==> src/rtl/next_pc_unit.sv <==
// Program counter and next-PC generator for the MIPS-style datapath. It handles
// branch, jump, jal, jr and return selection, stalls, and a circular return-address stack.
module next_pc_unit #(
    parameter int               WIDTH     = 32,
    parameter int               RAS_DEPTH = 4,
    parameter logic [WIDTH-1:0] RESET_PC  = '0,
    parameter int               USE_RAS   = 0
) (
    input  logic             clk,
    input  logic             rst,
    input  logic             stall,
    input  logic [25:0]      inst_index,
    input  logic             pc_src,
    input  logic             jmp,
    input  logic             jal,
    input  logic             jr,
    input  logic             ret,
    input  logic [WIDTH-1:0] jr_target,
    output logic [WIDTH-1:0] pc,
    output logic [WIDTH-1:0] pc_plus4,
    output logic [WIDTH-1:0] link_addr,
    output logic             ras_empty,
    output logic             ras_full,
    output logic [15:0]      ras_mispredict_cnt
);

    localparam int PTR_W = $clog2(RAS_DEPTH);
    localparam int CNT_W = $clog2(RAS_DEPTH + 1);

    logic [WIDTH-1:0] pc_q, pc_d;
    logic [PTR_W-1:0] ptr_q, ptr_d;
    logic [CNT_W-1:0] cnt_q, cnt_d;
    logic [15:0]      mis_q, mis_d;
    logic [WIDTH-1:0] ras_q [RAS_DEPTH];

    logic [PTR_W-1:0] ptr_inc, ptr_dec;
    logic [WIDTH-1:0] branch_tgt, jump_tgt, ras_top;
    logic             push_en;

    function automatic logic [15:0] sat_inc(input logic [15:0] v);
        return (v == 16'hFFFF) ? v : v + 16'd1;
    endfunction

    assign pc        = pc_q;
    assign pc_plus4  = pc_q + WIDTH'(4);
    assign link_addr = pc_plus4;

    assign ras_empty          = (cnt_q == '0);
    assign ras_full           = (cnt_q == CNT_W'(RAS_DEPTH));
    assign ras_mispredict_cnt = mis_q;

    // The pointer names the next free slot; the top of stack sits one below it.
    assign ptr_inc = (ptr_q == PTR_W'(RAS_DEPTH - 1)) ? '0 : ptr_q + PTR_W'(1);
    assign ptr_dec = (ptr_q == '0) ? PTR_W'(RAS_DEPTH - 1) : ptr_q - PTR_W'(1);
    assign ras_top = ras_q[ptr_dec];

    assign branch_tgt = pc_plus4 + {{(WIDTH-18){inst_index[15]}}, inst_index[15:0], 2'b00};
    assign jump_tgt   = {pc_plus4[WIDTH-1:28], inst_index, 2'b00};

    always_comb begin
        pc_d    = pc_q;
        ptr_d   = ptr_q;
        cnt_d   = cnt_q;
        mis_d   = mis_q;
        push_en = 1'b0;
        if (!stall) begin
            if (jr) begin
                pc_d = jr_target;
                if (ret && !ras_empty) begin
                    ptr_d = ptr_dec;
                    cnt_d = cnt_q - CNT_W'(1);
                    if (ras_top != jr_target)
                        mis_d = sat_inc(mis_q);
                    if (USE_RAS != 0)
                        pc_d = ras_top;
                end
            end else if (jmp || jal) begin
                pc_d = jump_tgt;
                if (jal) begin
                    // A push when full overwrites the oldest entry, count saturates.
                    push_en = 1'b1;
                    ptr_d   = ptr_inc;
                    if (!ras_full)
                        cnt_d = cnt_q + CNT_W'(1);
                end
            end else if (pc_src) begin
                pc_d = branch_tgt;
            end else begin
                pc_d = pc_plus4;
            end
        end
    end

    always_ff @(posedge clk) begin
        if (rst) begin
            pc_q  <= RESET_PC;
            ptr_q <= '0;
            cnt_q <= '0;
            mis_q <= '0;
        end else begin
            pc_q  <= pc_d;
            ptr_q <= ptr_d;
            cnt_q <= cnt_d;
            mis_q <= mis_d;
        end
    end

    always_ff @(posedge clk) begin
        if (!rst && push_en)
            ras_q[ptr_q] <= link_addr;
    end

endmodule

==> config.mk <==
export PLATFORM = sky130hd
export DESIGN_NAME = next_pc_unit
export DESIGN_NICKNAME = d
export VERILOG_FILES = /design/src/rtl/next_pc_unit.sv
export SDC_FILE = /design/constraint.sdc
export NUM_CORES = 1
export LEC_CHECK = 0
export BUFFER_PORTS_ARGS = -buffer_cell sky130_fd_sc_hd__clkbuf_2
export CAP_MARGIN = 10
export CORE_AREA = 2 2 162 164
export DETAILED_ROUTE_END_ITERATION = 16
export DIE_AREA = 0 0 164 166
export GPL_ROUTABILITY_DRIVEN = 0
export GPL_TIMING_DRIVEN = 1
export PLACE_DENSITY_LB_ADDON = 0.3
export SLEW_MARGIN = 30
export SYNTH_ARGS = -nofsm -noshare
export SYNTH_HDL_FRONTEND = slang
export SYNTH_SLANG_ARGS = --single-unit
export TNS_END_PERCENT = 10
==> constraint.sdc <==
create_clock -name clk -period 8.61 [get_ports clk]
set_clock_uncertainty 0.15 [all_clocks]
set_input_delay 1.722 -clock clk [delete_from_list [all_inputs] [get_ports clk]]
set_output_delay 1.722 -clock clk [all_outputs]
set_load 0.05 [all_outputs]
==> results.toml <==
[status]
status = "finished clean"

[route]
drc = 0
routedWlPerCell_um = 21.9
vias_per_cell = 5.76
routed_wl_um = 31700
ant_nets = 0
first_pass_iters = 6
drt-initial-drc-count = 929
via_count = 8322

[logic_synthesis]
seq_area_frac_synth_pct = 46.6
dominantRegCellSynth = "edfxtp_1"
synth_cell_type_count = 69
synthArstFlopShare_pct = 0
synth-edff-count = 128
syn_avg_cell_area_um2 = 10.9
synth.area.top_cells = "edfxtp_1 (37%), dfxtp_1 (10%), mux4_2 (6.9%)"
netlist_area_um2 = 10500
syn-num-nets = 1071
yosysTopAreaCell = "edfxtp_1"
ys_ff_latch = 181
ys_warn_count = 0
synth_top_area_share_pct = 36.5
synthCells = 962

[clock_tree]
cts_resized = 0
cts_tree = "yes"
path_clk_slew_ps = 70
cts_hold_buffers = 0
cts.sinks = 181
post-cts-setup-buffer-count = 0
numCtsBuffers = 17
clock_tree.root_cell = "clkbuf_16"
cts.path.max_buffers = 2
clkLatencyLatePin_ps = 430
h-tree-depth = 4

[timing]
max_slew_margin_pct = 33.4
timing.final.max_slew_violations = 0
hold_viol_final = 0
setup_viol = 0
grt_setup_unrepaired = "no"
period_needed_ps = 5580
setup_tns_ps = 0
fin_crit_sh_pct = 64.8
tightest_slew_ps = 995
fmax_ghz = 0.179

[global_routing]
met1_usage_pct = 32.6
grt_overflow = 0
antenna_found_initial = 0
grtUsageTotal_pct = 23.5
grt_max_degree = 55
use_met3_pct = 5.17
grt-busiest-layer = "met2"
use_met2_pct = 37.1
grt_pass1_vias = 7950
grt_pass1_wl_um = 48200

[die]
start_util_pct = 41.1
io-pin-count = 180
die_y_um = 166
dieWidth_um = 164
rows = 59
fp.dieArea_um2 = 27200
core_um2 = 25600

[placed_design]
port_buffers = 179
post-dp-hpwl_um = 23500

[layout]
nets = 1206
diodes = 0
drive_gt1_share_pct = 24.2
area_growth_pct = 15.0
finalCoreUtilization_pct = 47.2

[critical_path]
critPathArrivalTime_ps = 3710
critPathCaptureType = "primary output"
critPathLaunchType = "flip-flop"
max_stage_delay_ps = 690
required_ps = 6740
path_cells = "ha_1, nand3_1, or3_1, nor4_1, nand3_1, xnor2_1, clkbuf_2"
cp_common_cell = "nand3_1"
crit_path_top_delay_cell = "xnor2_1"
crit_type = "reg -> out"
cp_max_fo = 8

[worst_hold_path]
min_path_type = "reg -> reg"

[pwr]
vdd_drop_max_mv = 0.152
pwr_density_cell_nw_per_um2 = 188
power.leakage_nw = 4.64

[run]
cap_violations = 0
metal layers:
metal,up-vias,routed length [um]
met5,-,0
met4,0,584
met3,32,2560
met2,371,15000
met1,4044,13600
li1,3875,-
final cells by class:
| cell class | instances | area, um2 |
|---|---|---|
| clock buffer | 20 | 458 |
| clock inverter | 12 | 123 |
| fill | 2337 | 13500 |
| inverter | 28 | 105 |
| multi-input combinational | 680 | 5110 |
| sequential | 181 | 4900 |
| tap | 335 | 419 |
| timing repair buffer | 189 | 971 |
through the flow:
step	total power [mW]	hold WS, ps	cells	setup WS, ps	instance area (um2)
5_1_grt	2.35	411	1445	2810	12100
4_1_cts	2.27	379	1445	3040	12100
2_1_floorplan	1.38	336	962	3110	10500
3_5_place_dp	1.52	369	1413	3540	11500
6_report	2.27	377	1445	3030	12100
3_3_place_gp	1.51	352	1413	3600	11500
path summary, 6_finish.rpt:
check / slack, ps / cells after the start / startpoint / end
setup / recovery: 3030 / 7 / pc[2]$_SDFFE_PP0N_ / link_addr[28]
hold / removal: 380 / 2 / cnt_q[1]$_SDFFE_PP0P_ / cnt_q[1]$_SDFFE_PP0P_
setup reg to reg: 3460 / 15 / pc[2]$_SDFFE_PP0N_ / pc[27]$_SDFFE_PP0N_
hold reg to reg: 380 / 2 / cnt_q[1]$_SDFFE_PP0P_ / cnt_q[1]$_SDFFE_PP0P_
cells by family (layout without fill, tap and decap cells):
kind of cell	count (synthesis)	count (layout)	synth area share, %
flip-flops	181	181	46.6
AND/OR/NAND/NOR	274	274	12.7
adder cells (fa/ha/maj)	43	43	5.26
multiplexers	50	50	8.71
AO/OA/AOI/OAI	224	224	14.0
buffers and inverters	101	249	5.14
XOR/XNOR	89	89	7.48
cell usage in the layout, fill, tap and decap left out, types with 5 or more instances in the layout:
master,n
nor3_1,18
nor2b_1,5
a21oi_1,64
nand2_1,65
a211oi_1,29
inv_1,26
o211ai_1,8
o21ai_0,33
and4_1,5
edfxtp_1,128
nand2b_1,6
clkbuf_16,18
nor2_1,81
a221oi_1,7
o21ai_1,5
nand3_1,29
and2_1,5
a31oi_1,7
xnor2_1,66
mux2i_1,9
a21o_1,12
xor2_1,18
mux2_1,6
nor4_1,6
o22ai_1,6
buf_4,10
clkinvlp_4,5
dfxtp_1,53
nand4_1,24
and3_1,14
mux4_2,32
clkbuf_2,179
o21bai_1,5
ha_1,41
synthesized netlist by cell type (9+ instances only):
cell type / n
ha_1: 41
o21ai_0: 33
a211oi_1: 29
inv_1: 26
nand3_1: 29
and3_1: 18
edfxtp_1: 128
nand4_1: 24
clkbuf_1: 33
nor2_1: 82
xor2_1: 19
nand2_1: 65
a21o_1: 12
nor3_1: 18
dfxtp_1: 53
a21oi_1: 64
mux4_2: 32
mux2i_1: 9
buf_4: 35
xnor2_1: 69
worst max-delay path: cells and delay by family, from the launching register on:
family,cells,cell delay (ps)
adder cells (fa/ha/maj),1,220
buffers and inverters,1,410
AND/OR/NAND/NOR,4,1530
XOR/XNOR,1,690
flip-flops,1,410
where the power goes:
group          internal [mW]  switching [mW]
combinational          0.160           0.369
clock                  0.421           0.347
sequential             0.952          0.0215
total                   1.53           0.738
sequential cells by signal, indices dropped and copies added (netlist names):
name / flops
pc: 32
ras_q: 128
ras_mispredict_cnt: 16
cnt_q: 3
ptr_q: 2
No activity file was read; power rests on OpenSTA's default activity.
